### src/rtl/ppu_sprite_pkg.sv
// ---------------------------------------------------------------------------
// ppu_sprite_pkg
//
// Shared definitions for the sprite pixel path: attribute-byte bit positions,
// the packed pixel type handed to the compositor, the upper bound on the
// number of sprite slots, and a byte mirror used for horizontal flipping.
//
// No ports (package).
// ---------------------------------------------------------------------------
package ppu_sprite_pkg;

    // Upper bound on the number of sprite slots a bank may be built with.
    localparam int MAX_SPRITES = 64;

    // Bit positions inside the OAM attribute byte.
    localparam int ATTR_PAL_LO = 0;
    localparam int ATTR_PRI    = 5;
    localparam int ATTR_FLIP_X = 6;

    // Pixel as delivered to the compositor: palette select above the two
    // pattern-plane bits.
    typedef struct packed {
        logic [1:0] pal;
        logic [1:0] pix;
    } sprite_px_t;

    // Mirror a pattern byte so that the leftmost screen pixel ends up in
    // bit 7, which is the bit the shift registers present first.
    function automatic logic [7:0] reverse_byte(input logic [7:0] b);
        logic [7:0] r;
        for (int i = 0; i < 8; i++) begin
            r[i] = b[7 - i];
        end
        return r;
    endfunction

endpackage

### src/rtl/sprite_slot.sv
// ---------------------------------------------------------------------------
// sprite_slot
//
// One sprite slot: fetch latches (two pattern planes, attribute, X, sprite-
// zero tag), an X down-counter that delays the sprite to its screen column,
// and the two pattern shift registers that serialise it.
//
// Ports:
//   clk, rst      system clock, synchronous active-high reset
//   fetch_en      sprite fetch phase active
//   fetch_slot    slot addressed by the current fetch (matched against IDX)
//   save_pat0     latch low pattern plane
//   save_pat1     latch high pattern plane, attribute, X and sprite-zero tag
//   inscan        fetched sprite valid; pattern forced to 0 otherwise
//   at_i          attribute byte (bit 6 = flip-X)
//   pat_i         pattern byte
//   x_i           sprite X coordinate
//   spr0_i        fetched sprite is OAM entry 0
//   load_sr       copy latched patterns into the shift registers
//   px_en         visible-pixel strobe
//   pix           slot pixel {p1, p0}, 0 when the slot is not active
//   opaque        slot pixel is nonzero
//   at            latched attribute byte
//   spr0          latched sprite-zero tag
// ---------------------------------------------------------------------------
module sprite_slot
    import ppu_sprite_pkg::*;
#(
    parameter int SW  = 3,
    parameter int IDX = 0
) (
    input  logic          clk,
    input  logic          rst,
    input  logic          fetch_en,
    input  logic [SW-1:0] fetch_slot,
    input  logic          save_pat0,
    input  logic          save_pat1,
    input  logic          inscan,
    input  logic [7:0]    at_i,
    input  logic [7:0]    pat_i,
    input  logic [7:0]    x_i,
    input  logic          spr0_i,
    input  logic          load_sr,
    input  logic          px_en,
    output logic [1:0]    pix,
    output logic          opaque,
    output logic [7:0]    at,
    output logic          spr0
);

    logic       hit;
    logic [7:0] pat_valid;
    logic [7:0] pat_store;
    logic [7:0] pat0;
    logic [7:0] pat1;
    logic [7:0] x;
    logic [7:0] xc;
    logic [7:0] sr0;
    logic [7:0] sr1;
    logic       active;

    // A fetch only lands here when the slot index matches; an out-of-range
    // fetch_slot matches no slot and so writes nothing anywhere.
    assign hit       = fetch_en && (fetch_slot == SW'(IDX));
    assign pat_valid = inscan ? pat_i : 8'h00;
    assign pat_store = at_i[ATTR_FLIP_X] ? reverse_byte(pat_valid) : pat_valid;

    // Fetch latches. Flipping is done once here so the shifters never need
    // to know about it.
    always_ff @(posedge clk) begin
        if (rst) begin
            pat0 <= 8'h00;
            pat1 <= 8'h00;
            at   <= 8'h00;
            x    <= 8'h00;
            spr0 <= 1'b0;
        end else begin
            if (hit && save_pat0) begin
                pat0 <= pat_store;
            end
            if (hit && save_pat1) begin
                pat1 <= pat_store;
                at   <= at_i;
                x    <= x_i;
                spr0 <= spr0_i;
            end
        end
    end

    // The slot becomes active once the counter has run down to zero while
    // pixels are being emitted.
    assign active = px_en && (xc == 8'd0);

    // X counter: reloaded from the latched X outside the visible region,
    // counted down one per visible pixel until the sprite column is reached.
    always_ff @(posedge clk) begin
        if (rst) begin
            xc <= 8'd0;
        end else if (!px_en) begin
            xc <= x;
        end else if (xc != 8'd0) begin
            xc <= xc - 8'd1;
        end
    end

    // Shift registers. load_sr reads the latches as they were before this
    // edge, so a save_pat1 in the same cycle is not seen until the next load.
    // Zero fill makes the slot transparent after its eighth pixel.
    always_ff @(posedge clk) begin
        if (rst) begin
            sr0 <= 8'h00;
            sr1 <= 8'h00;
        end else if (load_sr) begin
            sr0 <= pat0;
            sr1 <= pat1;
        end else if (active) begin
            sr0 <= {sr0[6:0], 1'b0};
            sr1 <= {sr1[6:0], 1'b0};
        end
    end

    assign pix    = active ? {sr1[7], sr0[7]} : 2'b00;
    assign opaque = (pix != 2'b00);

endmodule

### src/rtl/sprite_bank.sv
// ---------------------------------------------------------------------------
// sprite_bank
//
// NSPRITES sprite slots feeding a registered priority mux. The lowest-index
// opaque slot wins; all sprites are hidden in the leftmost 8 columns when
// clip_left is set; slot 0 additionally reports sprite-zero opacity for the
// sprite-zero-hit logic downstream.
//
// Ports:
//   clk, rst        system clock, synchronous active-high reset
//   fetch_en        sprite fetch phase active
//   fetch_slot      slot targeted by the current fetch
//   save_pat0       latch low pattern plane into the targeted slot
//   save_pat1       latch high plane, attribute, X, sprite-zero tag
//   inscan          fetched sprite valid; pattern forced to 0 otherwise
//   at_i            attribute byte: [1:0] palette, [5] priority, [6] flip-X
//   pat_i           pattern byte from CHR
//   x_i             sprite X coordinate
//   spr0_i          fetched sprite is OAM entry 0
//   load_sr         copy latched patterns into all shift registers
//   px_en           visible-pixel strobe
//   px_x            screen X of the current pixel
//   clip_left       hide sprites for px_x < 8
//   px_o            winning pixel {palette, p1, p0}, registered
//   pri_o           winner's priority bit (1 = behind background), registered
//   spr0_opaque_o   sprite-zero slot opaque at this pixel, registered
// ---------------------------------------------------------------------------
module sprite_bank
    import ppu_sprite_pkg::*;
#(
    parameter  int NSPRITES = 8,
    localparam int SW       = (NSPRITES > 1) ? $clog2(NSPRITES) : 1
) (
    input  logic          clk,
    input  logic          rst,
    input  logic          fetch_en,
    input  logic [SW-1:0] fetch_slot,
    input  logic          save_pat0,
    input  logic          save_pat1,
    input  logic          inscan,
    input  logic [7:0]    at_i,
    input  logic [7:0]    pat_i,
    input  logic [7:0]    x_i,
    input  logic          spr0_i,
    input  logic          load_sr,
    input  logic          px_en,
    input  logic [7:0]    px_x,
    input  logic          clip_left,
    output logic [3:0]    px_o,
    output logic          pri_o,
    output logic          spr0_opaque_o
);

    logic [1:0] slot_pix    [NSPRITES];
    logic       slot_opaque [NSPRITES];
    logic [7:0] slot_at     [NSPRITES];
    logic       slot_spr0   [NSPRITES];

    sprite_px_t win_px;
    logic       win_pri;
    logic       spr0_next;
    logic       clipped;
    logic       unused_bits;

    // One slot per sprite; each compares fetch_slot against its own index.
    for (genvar s = 0; s < NSPRITES; s++) begin : g_slot
        sprite_slot #(
            .SW  (SW),
            .IDX (s)
        ) u_slot (
            .clk        (clk),
            .rst        (rst),
            .fetch_en   (fetch_en),
            .fetch_slot (fetch_slot),
            .save_pat0  (save_pat0),
            .save_pat1  (save_pat1),
            .inscan     (inscan),
            .at_i       (at_i),
            .pat_i      (pat_i),
            .x_i        (x_i),
            .spr0_i     (spr0_i),
            .load_sr    (load_sr),
            .px_en      (px_en),
            .pix        (slot_pix[s]),
            .opaque     (slot_opaque[s]),
            .at         (slot_at[s]),
            .spr0       (slot_spr0[s])
        );
    end

    assign clipped = clip_left && (px_x < 8'd8);

    // Priority mux. Scanning from the highest index down lets each lower
    // opaque slot overwrite the result, so the lowest index ends up winning.
    always_comb begin
        win_px  = '0;
        win_pri = 1'b0;
        for (int s = NSPRITES - 1; s >= 0; s--) begin
            if (slot_opaque[s] && !clipped) begin
                win_px.pal = slot_at[s][ATTR_PAL_LO +: 2];
                win_px.pix = slot_pix[s];
                win_pri    = slot_at[s][ATTR_PRI];
            end
        end
    end

    // Only slot 0 can hold sprite zero, so the tag in other slots is ignored.
    assign spr0_next = slot_spr0[0] && slot_opaque[0] && !clipped;

    // Attribute bits and sprite-zero tags that the mux never looks at.
    always_comb begin
        unused_bits = 1'b0;
        for (int s = 0; s < NSPRITES; s++) begin
            unused_bits = unused_bits ^ (^{slot_at[s][7:6], slot_at[s][4:2], slot_spr0[s]});
        end
    end

    // Output registers: they carry the previous pixel cycle's result and
    // drop to transparent after any cycle without a pixel strobe.
    always_ff @(posedge clk) begin
        if (rst || !px_en) begin
            px_o          <= 4'h0;
            pri_o         <= 1'b0;
            spr0_opaque_o <= 1'b0;
        end else begin
            px_o          <= win_px;
            pri_o         <= win_pri;
            spr0_opaque_o <= spr0_next;
        end
    end

endmodule

### config.mk
export PLATFORM = sky130hd
export DESIGN_NAME = sprite_bank
export DESIGN_NICKNAME = d
export VERILOG_FILES = /design/src/rtl/ppu_sprite_pkg.sv /design/src/rtl/sprite_slot.sv /design/src/rtl/sprite_bank.sv
export SDC_FILE = /design/constraint.sdc
export NUM_CORES = 1
export LEC_CHECK = 0
export ABC_CLOCK_PERIOD_IN_PS = 3700
export BUFFER_PORTS_ARGS = -buffer_cell sky130_fd_sc_hd__buf_2
export CAP_MARGIN = 25
export CORE_ASPECT_RATIO = 1.75
export CORE_MARGIN = 2
export CORE_UTILIZATION = 41
export DETAILED_ROUTE_END_ITERATION = 6
export GPL_TIMING_DRIVEN = 0
export MAX_ROUTING_LAYER = met4
export PLACE_DENSITY = 0.54
export SKIP_LAST_GASP = 1
export SYNTH_ARGS = -nofsm -noshare
export SYNTH_HDL_FRONTEND = slang
export SYNTH_HIERARCHICAL = 1
export SYNTH_SLANG_ARGS = --single-unit
### constraint.sdc
create_clock -name clk -period 3.7 [get_ports clk]
set_input_delay 0 -clock clk [delete_from_list [all_inputs] [get_ports clk]]
set_output_delay 0 -clock clk [all_outputs]
set_load 0.01 [all_outputs]
Word level (Yosys, flattened, before mapping)
Index checks and enable logic that the tools add are counted.
W data, S select, Z words.
{ "word_totals": {"register_bits": 439, "inputBits": 45, "elab_cells": 237} }
{ "classes": {"addsub": 8, "magnitude_cmp": 1, "eq_ne": 15, "mux": 74, "reduce_logical": 79} }
{ "op_table": {"columns": ["op", "n"], "rows": [
  ["$mux W8", 50],
  ["$logic_not A8 Y1", 8],
  ["$reduce_bool A8 Y1", 8],
  ["$sub A8 B1 Y8 const B", 8],
  ["$logic_and A1 B1 Y1", 43],
  ["$mux W4", 8],
  ["$reduce_bool A2 Y1", 16],
  ["$mux W2", 8],
  ["$ne A2 B1 Y1 const B", 8],
  ["$eq A3 B3 Y1 const B", 4],
  ["$lt A8 B4 Y1 const B", 1],
  ["$mux W1", 8],
  ["$eq A3 B2 Y1 const B", 2],
  ["$eq A3 B1 Y1 const B", 1],
  ["$logic_not A3 Y1", 1],
  ["$logic_not A1 Y1", 2],
  ["$logic_or A1 B1 Y1", 1]
]} }

Depth between registers and ports, before layout
Gate-level depths: netlist of run 1.
{ "depth": {"ltp_word": 13, "ltp_mapped": 11} }

Hierarchy
Netlist of run 1, hierarchy kept.
{ "modules_own_cells": {"columns": ["module", "n_inst", "seq_area_each_um2", "cells_per_inst", "area_each_um2"], "rows": [
  ["sprite_slot at g_slot[1].u_slot ...", 3, 1141.1, 316, 2763.9],
  ["sprite_slot at g_slot[3].u_slot ...", 3, 1141.1, 316, 2761.4],
  ["sprite_slot at g_slot[0].u_slot", 1, 1141.1, 315, 2763.9],
  ["sprite_slot at g_slot[7].u_slot", 1, 1141.1, 316, 2757.6],
  ["sprite_bank", 1, 120.1, 85, 586.8]
]} }

Worst setup path after synthesis of run 1
No wires, ideal clock.
{ "synth_timing": {"kind": "register to register", "startpoint": "register g_slot[6].u_slot.xc[0]", "endpoint": "register px_o[0]", "slack_ns": 1.562, "n_path_buf": 2, "period_less_slack_ns": 2.138, "arrival_ns": 2.047, "path_stages_with_launch": 12, "setup_ns": 0.091, "path_cell_list": "dfxtp_1 -> inv_1 -> ha_1 -> and4bb_2 -> nand2_2 -> buf_6 -> nor2_1 -> buf_6 -> nand3b_1 -> a221oi_1 -> o211ai_1 -> a311oi_1"} }
{ "synth_rtl": {"columns": ["element", "line_no", "rtl"], "rows": [
  ["from (decl)", "sprite_slot.sv:57", "logic [7:0] xc;"],
  ["from (signal assigned)", "sprite_slot.sv:102", "xc <= xc - 8'd1;"],
  ["to (signal assigned)", "sprite_bank.sv:126", "px_o <= win_px;"],
  ["to (decl)", "sprite_bank.sv:49", "output logic [3:0] px_o,"]
]} }

==> reports/results.md, run 1 <==
### Clocking
- 560 ps — insertion delay of the later-clocked pin in the worst-skew pair
- clkbuf_16 — CTS root buf
- 0 — CTS resizes
- 60 ps — clock transition at the register clock pins on the worst setup and hold paths after CTS
- 3 — maximum root-to-sink buffer count
- 0 — # Post-CTS Setup Buffers
- 415 — TritonCTS Sinks
- 42 — number of clock buffers inserted by TritonCTS
- yes — CTS tree
- 2 — htree depth

### Detailed routing
- 67900 um — DRT Wirelength
- 1132 — violation count after the first detailed-route iteration
- 5.97 — detailed-route vias per instance
- 19300 — Vias
- 0 — DR DRC count
- 0 — ANT nets after route
- 5 — number of search-and-repair iterations in the first detailed-routing pass
- 21.1 um — WL/cell

### Final layout
- 3224 — Layout Cells excl Fill
- 13.8% — fraction of final layout cells with drive strength greater than 1
- 0 — ANT cells
- 2585 — number of nets in the layout
- 46.8% — Finished Core Util
- 12.6% — area added between synthesis and finish

### Timing
- 0 — Final setup viols
- 11.9 ps — clock tree skew after final layout
- no — unrepaired setup endpoints after global routing
- 1060 ps — transition time at the pin with the least slew margin
- 34.2 ps — minimum hold slack
- 3200 ps — clock period minus final worst setup slack
- 0 — Final Hold Viols
- 0 — Max Slew Vio Count
- 0 ps — final sum of negative setup slack
- 313 MHz — Peak Freq
- 86.4% — share of the cycle needed by the critical path after routing
- 29.1% — tightest slew margin relative to the limit

### GRT
- 25.4% — grt met1 use
- 104000 um — first-pass GRT wire length
- 2.68% — GR Layer Usage met3
- met2 — GRT busiest layer
- 18900 — vias in the first global route
- 2 — antenna violations before repair
- 25.3% — overall global routing resource usage
- 0 — GRT Residual Overflow
- 47.7% — met2 usage
- 26 — maximum number of pins on one net before global-route repair

### Setup path
- register — crit start category
- reg2reg — Crit Path Class
- 4120 ps — critical path data required time
- 10 — biggest fanout along the worst timing path
- 500 ps — register-to-register setup slack
- 500 ps — maximum cell stage delay along the critical path
- a221oi_1 — slowest cell on the critical path
- register — category of the worst setup path capture point
- 3620 ps — worst path arrival time
- inv_1, ha_1, and4bb_2, nand2_2, buf_6, nor2_1, buf_2, a21oi_1, a221oi_1, o211ai_1, a311oi_1 — cell breakdown of the critical path

### Synthesis
- 2424 — Post-Syn Instances
- 6 — Synth warnings
- 2485 — syn_nets
- 21000 sq um — synthesized area
- 8.68 sq um — average cell area after synthesis

### Floorplanning
- 51 — I/O pin count
- 41.6% — Initial Util
- 175 um — width of the die
- 304 um — chip height
- 53200 sq um — die area
- 50600 sq um — Std-Cell Core Area
- 109 — standard-cell row count

### Place
- 0.855 — final estimated routing congestion in global placement
- 3128 — total instance count after detailed placement
- 38 — number of input and output port buffers inserted
- 49300 um — half-perimeter wire length after detailed placement

### Min path
- in2reg — class of the tightest hold or removal check

### Pwr
- 482 nW/um^2 — power per cell area
- 0.347 mV — VDD IR-drop max
- 8.15 nW — static leakage
- 11.4 mW — Tot Pwr

### Job
- 0 — max cap viols

### Status
- complete, no violations — status

-- sequential cells by signal, indices dropped and copies added, names as in the netlist --
name	count
g_slot.u_slot/sr1	64
g_slot.u_slot/xc	64
pri_o	1
g_slot.u_slot/pat1	64
g_slot.u_slot/sr0	64
g_slot.u_slot/pat0	64
g_slot.u_slot/at	24
g_slot.u_slot/x	64
g_slot.u_slot/spr0	1
px_o	4
spr0_opaque_o	1
-- stage by stage --
step / area (sq um) / setup WS [ps]
final: 23700 / 502
after global routing: 23700 / 346
after CTS: 23700 / 542
after detailed placement: 22100 / 449
after global placement: 22100 / 501
after floorplan: 21000 / 1560
-- where the power goes --
group          internal, mW  total (mW)  switching (mW)
combinational         0.751        2.03            1.28
clock                  2.68        4.55            1.88
sequential             4.66        4.82           0.163
-- placed cells by master (no fill, tap or decap), types with 9 or more instances in the layout --
cell / count
nor3_1: 17
o311a_1: 16
nor4_1: 16
nand2b_1: 17
nand2_1: 52
nand3_1: 97
clkinv_2: 9
buf_6: 34
a2111oi_0: 24
nor4bb_1: 11
nor2b_1: 126
inv_1: 70
nand3b_1: 13
dfxtp_1: 415
mux2_2: 64
o21ai_0: 230
nand4_1: 129
clkbuf_16: 45
o32ai_1: 16
dlygate4sd3_1: 18
a2111oi_2: 88
ha_1: 16
o211ai_1: 29
clkbuf_1: 218
a31oi_1: 24
buf_2: 55
a211oi_1: 24
and3_1: 96
buf_1: 18
nor4_4: 9
nor2_1: 150
a311oi_1: 21
a21oi_1: 263
-- layer usage --
layer  up-vias  part of all wire [%]
met1      9355                    37
met2       492                    54
met5         -                     0
met4         0                   5.0
li1       9225                     -
met3       183                   4.1
-- final timing paths --
| check | depth (start not counted) | end | start |
|---|---|---|---|
| max | 11 | px_o[2] | g_slot[5].u_slot/xc[0] |
| min | 5 | px_o[3] | px_x[6] |
| max reg2reg | 11 | px_o[2] | g_slot[5].u_slot/xc[0] |
| min reg2reg | 2 | spr0_opaque_o | g_slot[0].u_slot/spr0 |
-- worst max-delay path, delay by kind of cell, from the launching register on --
kind / cells / cell delay [ps]
AO/OA/AOI/OAI: 4 / 1230
buffers and inverters: 3 / 580
AND/OR/NAND/NOR: 3 / 710
adder cells (fa/ha/maj): 1 / 170
flip-flops: 1 / 360
-- what timing repair did --
action	CTS	global route
setup endpoints to repair	0	0
endpoints found under the hold margin	226	0
hold buffers	18	0
-- final cells by class --
cell class / count / area [sq um]
sequential: 415 / 8310
clock buffer: 61 / 1240
clock inverter: 17 / 219
buffer: 276 / 1310
inverter: 70 / 263
timing repair buffer: 56 / 370
multi-input combinational: 1663 / 11200
tap: 666 / 833
fill: 4996 / 26900
Power figures use the tool's default switching activity.
==> run 2, diff against run 1 <==
RECOVER_POWER = 100   (was default)
==> reports/results.md, run 2 (synthesized netlist as in run 1, its figures left out) <==
### Timing
- 0 ps — final sum of negative setup slack, unchanged
- 309 MHz — Peak Freq, -1.1%
- no — unrepaired setup endpoints after global routing
- 0 — Final Hold Viols, unchanged
- 0.379% — tightest slew margin relative to the limit, -29 points
- 87.4% — share of the cycle needed by the critical path after routing, +0.93 points
- 3230 ps — clock period minus final worst setup slack, +34.3 ps
- 0 — Final setup viols, unchanged
- 1480 ps — transition time at the pin with the least slew margin, +421 ps
- 10.4 ps — clock tree skew after final layout, -1.50 ps
- 468 ps — post-layout worst setup margin, -34.3 ps
- 0 — Max Slew Vio Count, unchanged

### GRT
- 0 — GRT Residual Overflow, unchanged
- 26 — maximum number of pins on one net before global-route repair, unchanged
- 18900 — vias in the first global route, unchanged
- 104000 um — first-pass GRT wire length, unchanged
- 2 — antenna violations before repair, unchanged
- 25.3% — overall global routing resource usage, unchanged

### Final layout
- 9.53% — area added between synthesis and finish
- 9.54% — fraction of final layout cells with drive strength greater than 1, -4.3 points
- 10600 sq um — multi-input gate area in the final layout, -5.2%
- 0 — ANT cells, unchanged
- 45.5% — Finished Core Util, -1.3 points
- 5114 — Filler Cells Inserted, +2.4%
- dfxtp_1 (415), a21oi_1 (263), clkbuf_1 (243) — most frequent cells in the layout
- dfxtp_1 — most common library cell in the layout ignoring fill and taps
- 8310 sq um — area taken by flip-flops and latches, unchanged
- 2585 — number of nets in the layout, unchanged

### Pwr
- 0.344 mV — VDD IR-drop max, -0.93%
- 7.98 nW — static leakage, -2.0%
- 487 nW/um^2 — power per cell area, +1.0%

### Min path
- px_x[6] — Hold Startpoint
- in2reg — class of the tightest hold or removal check
- 5 — instance count along the most critical hold path, unchanged
- px_o[3] — Min-Delay Endpoint

### Job
- 1 — max cap viols, +1

### Place
- 449 ps — Placement Setup Slack, unchanged
- 49300 um — half-perimeter wire length after detailed placement, unchanged
- 0.855 — final estimated routing congestion in global placement, unchanged
- 38 — number of input and output port buffers inserted, unchanged

### Floorplanning
- 51 — I/O pin count, unchanged
- 109 — standard-cell row count, unchanged
- 50600 sq um — Std-Cell Core Area, unchanged
- 175 um — width of the die, unchanged
- 41.6% — Initial Util, unchanged
- 53200 sq um — die area, unchanged
- 304 um — chip height, unchanged

### Setup path
- register — crit start category
- 8 — worst-case reg-to-reg path depth, -3
- 3 — critical path buffer and inverter count, unchanged
- buf_6 — cell repeated most along the worst path
- simple AND/OR/NAND/NOR gates — cell family with most CP delay
- register — category of the worst setup path capture point
- 10 — biggest fanout along the worst timing path, unchanged
- nor4_1 — slowest cell on the critical path
- 470 ps — register-to-register setup slack, -30 ps
- 1250 ps — maximum cell stage delay along the critical path, +750 ps
- 4100 ps — critical path data required time, -20 ps
- reg2reg — Crit Path Class
- 3630 ps — worst path arrival time, about the same
- clkbuf_1, nor4_1, nand2_2, buf_6, nor2_1, a21bo_1, buf_6, a311oi_1 — cell breakdown of the critical path
- g_slot[0].u_slot/xc[3] — launch instance of the worst register-to-register path
- px_o[2] — worst reg2reg endpoint

### Detailed routing
- 0 — ANT nets after route, unchanged
- 19200 — Vias, -0.35%
- 5.95 — detailed-route vias per instance, -0.35%
- 21.1 um — WL/cell, +0.29%
- 0 — DR DRC count, unchanged
- 1168 — violation count after the first detailed-route iteration, +3.2%
- 68100 um — DRT Wirelength, +0.29%
- 5 — number of search-and-repair iterations in the first detailed-routing pass, unchanged

### Status
- capacitance limit — failing checks
- finished, violations left — status

### Clocking
- 560 ps — insertion delay of the later-clocked pin in the worst-skew pair, about the same
- 42 — number of clock buffers inserted by TritonCTS, unchanged
- 0 — CTS resizes, unchanged
- 60 ps — clock transition at the register clock pins on the worst setup and hold paths after CTS, about the same
- 415 — TritonCTS Sinks, unchanged
- clkbuf_16 — CTS root buf
- yes — CTS tree
- 2 — htree depth, unchanged
- 3 — maximum root-to-sink buffer count, unchanged

## run 2: through the flow
stage / cells / power (mW) / hold slack [ps] / cell area, sq um
after CTS: 3224 / 11.5 / 18.7 / 23700
final: 3224 / 11.2 / 27.2 / 23000
after global routing: 3224 / 11.7 / 52.6 / 23000
after floorplan: 2424 / 6.33 / 148 / 21000
after detailed placement: 3128 / 6.91 / 294 / 22100
after global placement: 3128 / 6.88 / 295 / 22100
## run 2: timing repair
| item | CTS | global route |
|---|---|---|
| endpoints found under the hold margin | 226 | 0 |
| hold buffers | 18 | 0 |
| setup buffers | 0 | 0 |
| setup endpoints to repair | 0 | 0 |
## run 2: power breakdown
group	leakage (nW)	internal (mW)	switching (mW)
clock network	0.714	2.68	1.87
logic	3.89	0.659	1.18
registers	3.38	4.66	0.160
total	7.98	8.00	3.21
## run 2: worst max path at each step
stage / startpoint / end / slack (ps) / cells after the start
after global placement: px_en / px_o[2] / 500 / 10
after floorplan: g_slot[6].u_slot/xc[0] / px_o[0] / 1560 / 11
final: g_slot[0].u_slot/xc[3] / px_o[2] / 470 / 8
after detailed placement: px_en / px_o[2] / 450 / 10
after CTS: g_slot[5].u_slot/xc[0] / px_o[2] / 540 / 11
after global routing: g_slot[0].u_slot/xc[3] / pri_o / 300 / 8
## run 2: layout make-up
cell class / count / share of cell area (%)
clock inverter: 17 / 0.950
multi-input combinational: 1663 / 45.9
clock buffer: 61 / 5.36
sequential: 415 / 36.1
buffer: 276 / 5.40
inverter: 70 / 1.14
tap: 666 / 3.62
timing repair buffer: 56 / 1.57
## run 2: routing by layer
| metal | track usage (%) | routed length (um) |
|---|---|---|
| met5 | - | 0 |
| met4 | 12.4 | 3560 |
| met3 | 2.68 | 3000 |
| met2 | 47.7 | 36700 |
| met1 | 25.4 | 24900 |
## run 2: worst register-to-register path: cells and delay by family, from the launching register on
family,cells,cell delay (ps)
buf+inv,3,570
simple gates,3,1560
compound gates,2,650
flops,1,290
==> run 3, diff against run 2 <==
CORE_UTILIZATION = 40   (was 41)
PLACE_DENSITY = 0.53   (was 0.54)
SYNTH_HIERARCHICAL = default   (was 1)
==> reports/results.md, run 3 <==
### Pwr
- 515 nW/um^2 — power per cell area, +5.9%
- 6.70 nW — static leakage, -16%
- 26.5% — switching part of the total power, -2.1 points
- 2.72 mW — switching power summed over all nets, -16%
- 7.52 mW — design internal power, -5.9%
- 0.354 mV — VDD IR-drop max, +3.0%
- 10.2 mW — Tot Pwr, -8.7%
- 45.4% — part of the total power dissipated in sequential elements, +2.4 points
- 43.8% — part of the total power dissipated in the clock network, +3.2 points
- 10.8% — share of total power in combinational logic, -5.6 points

### Final layout
- 0 — ANT cells, unchanged
- 2409 — number of nets in the layout, -6.8%
- 5.21% — fraction of final layout cells with drive strength greater than 1, -4.3 points
- 13.9% — area added between synthesis and finish
- nand2_1 — most common library cell in the layout ignoring fill and taps
- 19900 sq um — Non-Filler Cell Area, Final, -14%
- 46.0% — Finished Core Util, +0.45 points
- 2948 — Layout Cells excl Fill, -8.6%
- nand2_1 (560), dfxtp_1 (415), a21oi_1 (400) — most frequent cells in the layout

### Detailed routing
- 0 — ANT nets after route, unchanged
- 21.3 um — WL/cell, +0.62%
- 2 — DR DRC count, +2
- 62700 um — DRT Wirelength, -8.0%
- 1053 — violation count after the first detailed-route iteration, -9.8%
- 7 — number of search-and-repair iterations in the first detailed-routing pass, +2
- 16200 — Vias, -16%
- 5.48 — detailed-route vias per instance, -7.8%

### Timing
- 0 — Max Slew Vio Count, unchanged
- 1080 ps — transition time at the pin with the least slew margin, -397 ps
- 0 — Final setup viols, unchanged
- 0 — Final Hold Viols, unchanged
- 0 ps — final sum of negative setup slack, unchanged
- 42.2 ps — minimum hold slack, +15.0 ps
- 17.5 ps — clock tree skew after final layout, +7.05 ps
- 318 MHz — Peak Freq, +2.7%
- 552 ps — post-layout worst setup margin, +84.8 ps
- 27.8% — tightest slew margin relative to the limit, +27 points
- no — unrepaired setup endpoints after global routing
- 3150 ps — clock period minus final worst setup slack, -84.8 ps
- 85.1% — share of the cycle needed by the critical path after routing, -2.3 points

### Floorplanning
- 45400 sq um — die area, -15%
- 51 — I/O pin count, unchanged
- 280 um — chip height, -7.7%
- 162 um — width of the die, -7.6%
- 101 — standard-cell row count, -7.3%
- 40.4% — Initial Util, -1.2 points
- 43200 sq um — Std-Cell Core Area, -15%

### GRT
- 15500 — vias in the first global route, -18%
- 0 — GRT Residual Overflow, unchanged
- 93700 um — first-pass GRT wire length, -9.8%
- 0 — antenna violations before repair, -2
- 15 — maximum number of pins on one net before global-route repair, -42%
- 28.1% — overall global routing resource usage, +2.8 points

### Synthesis
- 47.6% — area share of the largest cell type after synthesis
- 17400 sq um — synthesized area, -17%
- 415 — count of state elements after synthesis
- 57 — count of different cell masters after synthesis
- dfxtp_1 — most area-hungry cell type in the Yosys netlist
- 2263 — Post-Syn Instances, -6.6%
- 16.5% — Synth Area in Compound Gates
- 0 — Synth warnings, -6
- 2321 — syn_nets, -6.6%
- 5.16% — share of synthesized area spent on multiplexers
- 0.932% — arithmetic-cell share of the synthesized area counting full adders, half adders and majority gates
- nand2_1 — most frequent cell after synthesis
- 7.71 sq um — average cell area after synthesis, -11%
- 0% — Async SR Flop Fraction
- 23.2% — simple logic cell fraction of the synthesized area
- nand2_1 (560), dfxtp_1 (415), a21oi_1 (400) — synth cell count leaders
- 47.6% — sequential share of the synthesized area
- dfxtp_1 — leading register cell type out of synthesis
- 2.21% — xor and xnor area share after synthesis
- simple AND/OR/NAND/NOR gates — combinational family with the most area after synthesis
- dfxtp_1 (48%), nand2_1 (12%), a21oi_1 (11%) — biggest area contributors in the synthesized netlist
- 0 — number of enable flip-flop cells after synthesis

### Clocking
- 0 — # Post-CTS Setup Buffers, unchanged
- 415 — TritonCTS Sinks, unchanged
- 2 — htree depth, unchanged
- 3 — maximum root-to-sink buffer count, unchanged
- 550 ps — insertion delay of the later-clocked pin in the worst-skew pair, about the same
- 60 ps — clock transition at the register clock pins on the worst setup and hold paths after CTS, about the same
- 0 — CTS resizes, unchanged
- clkbuf_16 — CTS root buf
- yes — CTS tree
- 13 — number of hold buffers added after cts, -5
- 41 — number of clock buffers inserted by TritonCTS, -2.4%

### Setup path
- register — category of the worst setup path capture point
- register — crit start category
- clkbuf_1 — slowest cell on the critical path
- 4080 ps — critical path data required time, -20 ps
- reg2reg — Crit Path Class
- 10 — biggest fanout along the worst timing path, unchanged
- nor4_1, and4b_1, clkbuf_1, clkbuf_1, a32oi_1, o22ai_1 — cell breakdown of the critical path
- 620 ps — maximum cell stage delay along the critical path, -630 ps
- 2 — critical path buffer and inverter count, -1
- buffers and inverters — cell family with most CP delay
- 3530 ps — worst path arrival time, -100 ps
- clkbuf_1 — cell repeated most along the worst path

### Place
- 18300 sq um — placement-stage cell area, -17%
- 0.961 — final estimated routing congestion in global placement, +12%
- 2859 — total instance count after detailed placement, -8.6%
- 45800 um — half-perimeter wire length after detailed placement, -7.1%
- 647 ps — Placement Setup Slack, +198 ps
- 29 — number of input and output port buffers inserted, -24%

### Status
- DRC — failing checks
- finished, violations left — status

### Min path
- in2reg — class of the tightest hold or removal check

### Job
- 0 — max cap viols, -1

==> run 3: cell count changes in the layout (fill, tap and decap cells not counted), moves of 58 or more <==
cell       change
a2111oi_0     -58
mux2i_1       +90
o21ai_0      -211
a21oi_1      +137
clkbuf_1      -94
nand3_1       -84
nand4_1      -126
nor2b_1      -110
nand2_1      +507
mux2_2        -64
and3_1        -92
nor2_1       +161
==> run 3: final cells by class <==
type,instances,area [sq um]
Fill cell,4510,23300
Multi-Input combinational cell,1652,8370
Sequential cell,415,8310
Clock buffer,57,1250
Tap cell,566,708
Buffer,176,683
Timing Repair Buffer,45,289
Clock inverter,17,191
Inverter,20,75.1
==> run 3: worst min-delay path: cells and delay by family <==
kind	cells	cell delay, ps
buffers and inverters	1	270
and+or+nand+nor	2	250
AOI/OAI and AO/OA	1	40
==> run 3: cells by family after synthesis <==
| kind of cell | count (synthesis) |
|---|---|
| muxes | 90 |
| DFF | 415 |
| buffers and inverters | 196 |
| xor gates and xnor gates | 44 |
| AOI/OAI and AO/OA | 516 |
| and+or+nand+nor | 989 |
| adders and majority gates | 13 |
==> run 3: worst paths after layout <==
kind,startpoint,end,slack [ps],depth (start not counted)
hold reg to reg,g_slot[5].u_slot.pat1[1],g_slot[5].u_slot.pat1[1],450,2
setup reg to reg,g_slot[0].u_slot.xc[3],px_o[0],550,6
setup / recovery,g_slot[0].u_slot.xc[3],px_o[0],550,6
hold / removal,load_sr,g_slot[7].u_slot.sr1[0],40,4
==> run 3: power groups by stage <==
| stage | clock [mW] | sequential (mW) | combinational, mW |
|---|---|---|---|
| after global placement | 0 | 4.75 | 1.09 |
| final | 4.48 | 4.65 | 1.11 |
| after CTS | 4.55 | 4.65 | 1.11 |
| after detailed placement | 0 | 4.75 | 1.09 |
| after global routing | 4.71 | 4.66 | 1.20 |
| after floorplan | 0 | 4.73 | 0.689 |
==> run 3: metal layers <==
layer | global-route usage (%) | share of wire [%] | vias to the layer above
li1 | - | - | 7742
met1 | 30.3 | 38 | 7820
met2 | 51.4 | 53 | 456
met3 | 2.62 | 4.2 | 151
met4 | 13.4 | 5.2 | 0
met5 | - | 0 | -
